<file path="config.mk">
export PLATFORM = sky130hd
export DESIGN_NAME = branch_seq_flat
export DESIGN_NICKNAME = d
export VERILOG_FILES = /design/src/rtl/branch_seq_if.sv /design/src/rtl/branch_seq.sv /design/src/flat_wrapper.sv
export SDC_FILE = /design/constraint.sdc
export NUM_CORES = 1
export LEC_CHECK = 0
export BUFFER_PORTS_ARGS = -buffer_cell sky130_fd_sc_hd__buf_2
export CAP_MARGIN = 10
export CORE_MARGIN = 5
export CORE_UTILIZATION = 29
export DETAILED_ROUTE_END_ITERATION = 7
export HOLD_SLACK_MARGIN = 0.05
export PLACE_DENSITY = 0.61
export SKIP_LAST_GASP = 1
export SLEW_MARGIN = 40
export SYNTH_ARGS = -nofsm -noshare
export SYNTH_HDL_FRONTEND = slang
export SYNTH_SLANG_ARGS = --single-unit
</file>
<file path="constraint.sdc">
create_clock -name clk -period 3.29 [get_ports clk]
set_clock_uncertainty 0.15 [all_clocks]
set_input_delay 0.4935 -clock clk [delete_from_list [all_inputs] [get_ports clk]]
set_output_delay 0.4935 -clock clk [all_outputs]
set_load 0.02 [all_outputs]
</file>
<file path="src/rtl/branch_seq_if.sv">
// Interface bundling the branch sequencer's handshake, inputs and strobes.
// The master side is the control unit that requests a sequence. The slave
// side is the sequencer, which drives the datapath strobes.
interface branch_seq_if #(
  parameter int CNT_W = 16
);
  logic             start;
  logic             stall;
  logic [31:0]      ir;
  logic             con_out;
  logic             gra;
  logic             r_out;
  logic             con_in;
  logic             pc_out;
  logic             y_in;
  logic             c_out;
  logic             alu_add;
  logic             z_in;
  logic             zlo_out;
  logic             pc_in;
  logic             busy;
  logic             done;
  logic             taken;
  logic             illegal;
  logic [CNT_W-1:0] taken_cnt;

  modport master (
    output start, stall, ir, con_out,
    input  gra, r_out, con_in, pc_out, y_in, c_out, alu_add, z_in, zlo_out,
           pc_in, busy, done, taken, illegal, taken_cnt
  );

  modport slave (
    input  start, stall, ir, con_out,
    output gra, r_out, con_in, pc_out, y_in, c_out, alu_add, z_in, zlo_out,
           pc_in, busy, done, taken, illegal, taken_cnt
  );
endinterface

</file>
<file path="src/rtl/branch_seq.sv">
// branch_seq: execute-phase sequencer for conditional branches (T3..T6).
// Steps: Ra onto the bus with CON load, PC into Y, PC+C into Z, then Zlow
// into PC only when the latched condition held. Hands back via done/taken.
// Optional feature macro BRANCH_SKIP_EN: a not-taken branch jumps from T4
// straight to FIN, skipping the address computation.
module branch_seq #(
  parameter logic [4:0] OPC_BR = 5'b10010,
  parameter int         CNT_W  = 16
) (
  input  logic         clk,
  input  logic         rst_n,
  branch_seq_if.slave  bus
);

  typedef enum logic [2:0] {
    IDLE = 3'd0,
    T3   = 3'd1,
    T4   = 3'd2,
    T5   = 3'd3,
    T6   = 3'd4,
    FIN  = 3'd5
  } state_t;

  state_t           state_q, state_d;
  logic             con_q;
  logic             illegal_q;
  logic [CNT_W-1:0] cnt_q;

  logic gra_c, r_out_c, con_in_c, pc_out_c, y_in_c, c_out_c;
  logic alu_add_c, z_in_c, zlo_out_c, pc_in_c, done_c, taken_c;
  logic is_br;

  assign is_br = (bus.ir[31:27] == OPC_BR);

  // Next-state and strobe decode; stall freezes the state and gates every strobe.
  always_comb begin
    state_d   = state_q;
    gra_c     = 1'b0;
    r_out_c   = 1'b0;
    con_in_c  = 1'b0;
    pc_out_c  = 1'b0;
    y_in_c    = 1'b0;
    c_out_c   = 1'b0;
    alu_add_c = 1'b0;
    z_in_c    = 1'b0;
    zlo_out_c = 1'b0;
    pc_in_c   = 1'b0;
    done_c    = 1'b0;
    taken_c   = 1'b0;
    case (state_q)
      IDLE: begin
        if (bus.start && is_br) state_d = T3;
      end
      T3: begin
        gra_c    = 1'b1;
        r_out_c  = 1'b1;
        con_in_c = 1'b1;
        state_d  = T4;
      end
      T4: begin
        pc_out_c = 1'b1;
        y_in_c   = 1'b1;
`ifdef BRANCH_SKIP_EN
        state_d  = bus.con_out ? T5 : FIN;
`else
        state_d  = T5;
`endif
      end
      T5: begin
        c_out_c   = 1'b1;
        alu_add_c = 1'b1;
        z_in_c    = 1'b1;
        state_d   = T6;
      end
      T6: begin
        zlo_out_c = 1'b1;
        pc_in_c   = con_q;
        state_d   = FIN;
      end
      FIN: begin
        done_c  = 1'b1;
        taken_c = con_q;
        state_d = IDLE;
      end
      default: state_d = IDLE;
    endcase
    if (bus.stall) begin
      state_d   = state_q;
      gra_c     = 1'b0;
      r_out_c   = 1'b0;
      con_in_c  = 1'b0;
      pc_out_c  = 1'b0;
      y_in_c    = 1'b0;
      c_out_c   = 1'b0;
      alu_add_c = 1'b0;
      z_in_c    = 1'b0;
      zlo_out_c = 1'b0;
      pc_in_c   = 1'b0;
      done_c    = 1'b0;
      taken_c   = 1'b0;
    end
  end

  // State register.
  always_ff @(posedge clk or negedge rst_n) begin
    if (!rst_n) state_q <= IDLE;
    else        state_q <= state_d;
  end

  // Capture CON at the end of T4 so later CON changes cannot alter the decision.
  always_ff @(posedge clk or negedge rst_n) begin
    if (!rst_n)                              con_q <= 1'b0;
    else if (state_q == T4 && !bus.stall)    con_q <= bus.con_out;
  end

  // Flag a non-branch opcode presented to an idle sequencer, one cycle later.
  always_ff @(posedge clk or negedge rst_n) begin
    if (!rst_n) illegal_q <= 1'b0;
    else        illegal_q <= (state_q == IDLE) && bus.start && !bus.stall && !is_br;
  end

  // Saturating taken-branch counter, bumped on the cycle done is issued.
  always_ff @(posedge clk or negedge rst_n) begin
    if (!rst_n)                                 cnt_q <= '0;
    else if (done_c && con_q && (cnt_q != '1))  cnt_q <= cnt_q + CNT_W'(1);
  end

  assign bus.gra       = gra_c;
  assign bus.r_out     = r_out_c;
  assign bus.con_in    = con_in_c;
  assign bus.pc_out    = pc_out_c;
  assign bus.y_in      = y_in_c;
  assign bus.c_out     = c_out_c;
  assign bus.alu_add   = alu_add_c;
  assign bus.z_in      = z_in_c;
  assign bus.zlo_out   = zlo_out_c;
  assign bus.pc_in     = pc_in_c;
  assign bus.done      = done_c;
  assign bus.taken     = taken_c;
  assign bus.busy      = (state_q != IDLE);
  assign bus.illegal   = illegal_q;
  assign bus.taken_cnt = cnt_q;

endmodule

</file>
<file path="src/flat_wrapper.sv">
// flat-port wrapper written by rule: the top's interface ports become plain ports
module branch_seq_flat 
#(
  parameter logic [4:0] OPC_BR = 5'b10010,
  parameter int         CNT_W  = 16
)
  (clk, rst_n, bus_start, bus_stall, bus_ir, bus_con_out, bus_gra, bus_r_out, bus_con_in, bus_pc_out, bus_y_in, bus_c_out, bus_alu_add, bus_z_in, bus_zlo_out, bus_pc_in, bus_busy, bus_done, bus_taken, bus_illegal, bus_taken_cnt);
  branch_seq_if #(.CNT_W(CNT_W)) bus_i ();
  input  logic clk;
  input  logic rst_n;
  input wire logic [$bits(bus_i.start)-1:0] bus_start;
  input wire logic [$bits(bus_i.stall)-1:0] bus_stall;
  input wire logic [$bits(bus_i.ir)-1:0] bus_ir;
  input wire logic [$bits(bus_i.con_out)-1:0] bus_con_out;
  output wire logic [$bits(bus_i.gra)-1:0] bus_gra;
  output wire logic [$bits(bus_i.r_out)-1:0] bus_r_out;
  output wire logic [$bits(bus_i.con_in)-1:0] bus_con_in;
  output wire logic [$bits(bus_i.pc_out)-1:0] bus_pc_out;
  output wire logic [$bits(bus_i.y_in)-1:0] bus_y_in;
  output wire logic [$bits(bus_i.c_out)-1:0] bus_c_out;
  output wire logic [$bits(bus_i.alu_add)-1:0] bus_alu_add;
  output wire logic [$bits(bus_i.z_in)-1:0] bus_z_in;
  output wire logic [$bits(bus_i.zlo_out)-1:0] bus_zlo_out;
  output wire logic [$bits(bus_i.pc_in)-1:0] bus_pc_in;
  output wire logic [$bits(bus_i.busy)-1:0] bus_busy;
  output wire logic [$bits(bus_i.done)-1:0] bus_done;
  output wire logic [$bits(bus_i.taken)-1:0] bus_taken;
  output wire logic [$bits(bus_i.illegal)-1:0] bus_illegal;
  output wire logic [$bits(bus_i.taken_cnt)-1:0] bus_taken_cnt;
  assign bus_i.start = bus_start;
  assign bus_i.stall = bus_stall;
  assign bus_i.ir = bus_ir;
  assign bus_i.con_out = bus_con_out;
  assign bus_gra = bus_i.gra;
  assign bus_r_out = bus_i.r_out;
  assign bus_con_in = bus_i.con_in;
  assign bus_pc_out = bus_i.pc_out;
  assign bus_y_in = bus_i.y_in;
  assign bus_c_out = bus_i.c_out;
  assign bus_alu_add = bus_i.alu_add;
  assign bus_z_in = bus_i.z_in;
  assign bus_zlo_out = bus_i.zlo_out;
  assign bus_pc_in = bus_i.pc_in;
  assign bus_busy = bus_i.busy;
  assign bus_done = bus_i.done;
  assign bus_taken = bus_i.taken;
  assign bus_illegal = bus_i.illegal;
  assign bus_taken_cnt = bus_i.taken_cnt;
  branch_seq #(.OPC_BR(OPC_BR), .CNT_W(CNT_W)) u_core (.clk(clk), .rst_n(rst_n), .bus(bus_i));
endmodule
</file>
* Word-level counts from Yosys, hierarchy flattened
Index checks and enable logic that the tools add are counted.
** Operators by class
- Add/subtract/negate cells :: 1
- Eq/ne operators :: 8
- Multiplexer cells :: 16
- Bitwise logic cells :: 1
- Reductions and logical operators :: 12
** Operators with widths (number)
- 16-bit by 1-bit adder with 16-bit output (second input constant) :: 1
- 16-bit inequality test (second input constant) :: 1
- 3-bit one-hot mux with 5 select lines :: 1
- 1-bit two-way mux :: 14
- 1-bit logical AND :: 7
- 3-bit by 2-bit == test with 1-bit output (second input constant) :: 2
- 3-bit == test (second input constant) :: 2
- 5-bit == test (second input constant) :: 1
- 3-bit by 1-bit == test with 1-bit output (second input constant) :: 1
- 3-bit zero test :: 1
- 3-bit two-way mux :: 1
- 3-bit nonzero test :: 1
- 1-bit zero test :: 2
- 2-bit by 1-bit inequality test with 1-bit output (second input constant) :: 1
- 2-bit AND reduction :: 1
- 1-bit inverter :: 1
** Storage, ports and cells
- Register bits after elaboration :: 21
- Bits of input ports :: 37

* Longest topological paths before layout
- Word-level depth :: 5
- Gate-level depth with buffers :: 6
- Depth with buffers taken out :: 5

* Worst setup path before layout
OpenSTA, ideal clock, no wires.
- Path kind :: register to output
- From :: register u_core.state_q[1]
- To :: output port bus_pc_in
- Data arrival time :: 1.704 ns
- Slack :: 0.943 ns
- Stages on the path, launching flop included :: 4
- Cells stage by stage :: dfrtp_1 clkbuf_1 nor4b_1 and2_1
** Between the ends
- Longest elaborated chain between the ends :: 3
** RTL lines
- from (decl) :: line branch_seq.sv:24 : state_t state_q, state_d;
- from (signal assigned) :: line branch_seq.sv:107 : else state_q <= state_d;
- 3-bit == test :: line branch_seq.sv:50 : case (state_q)
- 1-bit two-way mux :: line branch_seq.sv:50
- 1-bit two-way mux :: line branch_seq.sv:87 : if (bus.stall) begin
- to (decl) :: line flat_wrapper.sv:24 : output wire logic [$bits(bus_i.pc_in)-1:0] bus_pc_in;
No other way between the ends.

* Final worst setup path
- From :: register u_core.state_q[1]
- To :: output port bus_taken
** Between the ends
- Longest elaborated chain between the ends :: 3
** RTL lines
- 3-bit == test :: line branch_seq.sv:50
- 1-bit two-way mux :: line branch_seq.sv:50
- 1-bit two-way mux :: line branch_seq.sv:87
- to (decl) :: line flat_wrapper.sv:27 : output wire logic [$bits(bus_i.taken)-1:0] bus_taken;
No other way between the ends.

==> reports/metrics.yaml <==
final.min_clock_period_ns: 2.18
fin_ws_ns: 1.11
grt_setup_unrepaired: "no"
routed_wl_um: 2650
finalHoldViolations: 0
slew_headroom_pct: 60.3
netlist_area_mm2: 0.00116
p_seq_share_pct: 49.4
yosysUniqueCellTypes: 36
place_ws_ns: 1.20
nNetsFinal: 187
synth_seq_cells: 21
final-max-slew-violation-count: 0
drtPass1Iterations: 4
syn-num-nets: 149
portBuffers: 39
grt_pass1_vias: 1013
root_buffer: "clkbuf_8"
grt_pass1_wl_um: 4470
ios: 67
path_class: "flip-flop to output port"
track_usage_pct: 10.7
final_common_cell: "buf_2"
ys_warn_count: 0
p_leak_uw: 0.000790
crit_fanout: 11
sw_frac_of_total_pct: 35.1
clock_latency_ns: 0.26
ir_worst_vdd_uv: 325
die_y_um: 73.2
diodes: 0
worst_pin_slew_ns: 0.591
status: "completed"
cts_post_setup_buffers_inserted: 0
yosysSeqAreaShare_pct: 45.3
syn2layout_area_growth_pct: 23.0
power.switching_uw: 244
finalSetupViolCount: 0
drv_cap: 0
drtAntennaViolNets: 0
gp_congestion: 0.739
drc_errors: 0
ctsLongestPathBuffers: 2
fillers: 399
start_util_pct: 29.4
vias_per_cell: 4.95
cts_made_buffers: 3
cts_tree: "done"
fp.dieW_um: 73.2
grt_overflow_total: 0
finish.utilization_pct: 36.2
hpwl_um: 2030
core_area_mm2: 0.00394
worstSetupEndpointType: "output port"
powerDensity_mw_per_mm2: 487
cts_sinks: 21
final.setup.tns_ns: 0
clkPwrFrac_pct: 23.9
final_cell_mix: "buf_2, dfrtp_1, xor2_1"
required_ns: 2.65
cts-htree-levels: 1
clkTransAtPathRegs_ns: 0.07
grt_max_degree: 22
drt_iter0_drc: 52
worstHoldPathType: "primary input to flip-flop"
wl_per_cell_um: 13.4
layout-drive-gt1-share_pct: 35.8
critPathArrivalTime_ns: 1.54
antenna_found_initial: 0
vias: 981
fin_crit_sh_pct: 66.3
fmax_ghz: 0.458
syn_avg_cell_area_um2: 10.4
die_area_mm2: 0.00536
pwr-share-comb_pct: 26.8
worstSetupStartpointType: "flip-flop"
synth_cells: 111
rows: 23
p_int_uw: 451
==> per-stage QoR <==
step,power (µW),hold slack (ns),cell area (µm²),instances
final,694,0.314,1430,198
after global routing,743,0.306,1430,198
after CTS,712,0.300,1430,198
after detailed placement,536,0.339,1370,193
after global placement,531,0.324,1370,193
after floorplan,484,0.0479,1160,111
==> critical path, stage by stage (launching register included) <==
cell      delay [ns]
dfrtp_1         0.48
and4bb_4        0.39
nand2_2         0.13
inv_1           0.11
buf_2           0.17
==> metal layers <==
metal	part of all wire [%]	vias up	global-route usage, %
met4	0.87	0	2.46
met2	48	41	17.9
met5	0	-	0
met3	8.9	4	3.99
met1	42	468	12.9
li1	-	468	-
==> cells by family (layout without fill, tap and decap cells) <==
| family | Yosys count | after routing | synth area share (%) |
|---|---|---|---|
| AND/OR/NAND/NOR | 52 | 52 | 28.8 |
| flip-flops | 21 | 21 | 45.3 |
| buffers and inverters | 9 | 46 | 4.64 |
| multiplexers | 3 | 3 | 3.24 |
| XOR/XNOR | 13 | 13 | 9.82 |
| AO/OA/AOI/OAI | 12 | 12 | 7.12 |
| adder cells (fa/ha/maj) | 1 | 1 | 1.08 |
==> state kept, by name, summed over array words and instances, names as in the netlist <==
signal                flops
u_core.bus.taken_cnt     16
u_core.state_q            3
u_core.bus.illegal        1
u_core.con_q              1
==> worst paths after layout <==
check	from	to	slack (ns)	cells after the start
hold reg to reg	u_core.bus.taken_cnt[15]	u_core.bus.taken_cnt[15]	0.35	1
hold / removal	bus_start	u_core.bus.illegal	0.31	3
setup / recovery	u_core.state_q[1]	bus_taken	1.11	4
max in group asynchronous	rst_n	u_core.bus.taken_cnt[5]	2.09	2
min in group asynchronous	rst_n	u_core.bus.taken_cnt[10]	0.57	2
setup reg to reg	u_core.bus.taken_cnt[0]	u_core.bus.taken_cnt[1]	1.20	5
==> Yosys cell counts <==
| cell type | number | area [µm²] |
|---|---|---|
| or3_1 | 1 | 6.26 |
| nor3b_1 | 2 | 15.0 |
| buf_4 | 5 | 37.5 |
| and4b_1 | 1 | 10.0 |
| nand3_1 | 4 | 20.0 |
| a211o_1 | 1 | 8.76 |
| and3_1 | 4 | 25.0 |
| xor2_1 | 12 | 105 |
| ha_1 | 1 | 12.5 |
| mux2_2 | 2 | 22.5 |
| o21ai_0 | 7 | 35.0 |
| nand2_2 | 1 | 6.26 |
| nand2b_1 | 1 | 6.26 |
| nand2_1 | 8 | 30.0 |
| a211oi_1 | 2 | 15.0 |
| a2111oi_2 | 1 | 15.0 |
| nor4_1 | 2 | 12.5 |
| nor4b_1 | 2 | 17.5 |
| nand4_1 | 2 | 12.5 |
| clkbuf_1 | 1 | 3.75 |
| and4bb_4 | 1 | 16.3 |
| nand4_2 | 1 | 12.5 |
| nor2_1 | 9 | 33.8 |
| buf_2 | 1 | 5.00 |
| xnor2_1 | 1 | 8.76 |
| inv_1 | 2 | 7.51 |
| nand3_4 | 1 | 17.5 |
| nor4_4 | 1 | 21.3 |
| nor2_2 | 1 | 6.26 |
| and2_1 | 2 | 12.5 |
| nor3_1 | 5 | 25.0 |
| and4_1 | 2 | 17.5 |
| nand3_2 | 1 | 10.0 |
| mux2_4 | 1 | 15.0 |
| dfrtp_1 | 21 | 526 |
| o41ai_1 | 1 | 8.76 |
==> repair_timing <==
item / in CTS / in global routing
resized for setup: 0 / 0
hold buffers: 1 / 0
setup endpoints to repair: 0 / 0
endpoints found under the hold margin: 21 / 0
==> final cells by class <==
type | count | area, µm² | area share, %
timing repair buffer | 40 | 205 | 14.4
inverter | 2 | 7.51 | 0.526
sequential | 21 | 526 | 36.8
multi-input combinational | 81 | 581 | 40.7
clock buffer | 4 | 45.0 | 3.16
tap | 50 | 62.6 | 4.39
==> power groups by stage <==
stage	clock [µW]	combinational, µW	sequential, µW
floorplan	0	157	327
global placement	0	186	345
detailed placement	0	188	349
CTS	179	190	344
global route	188	206	349
finish	166	186	343
Note: power is estimated with default switching activity, not from simulation.
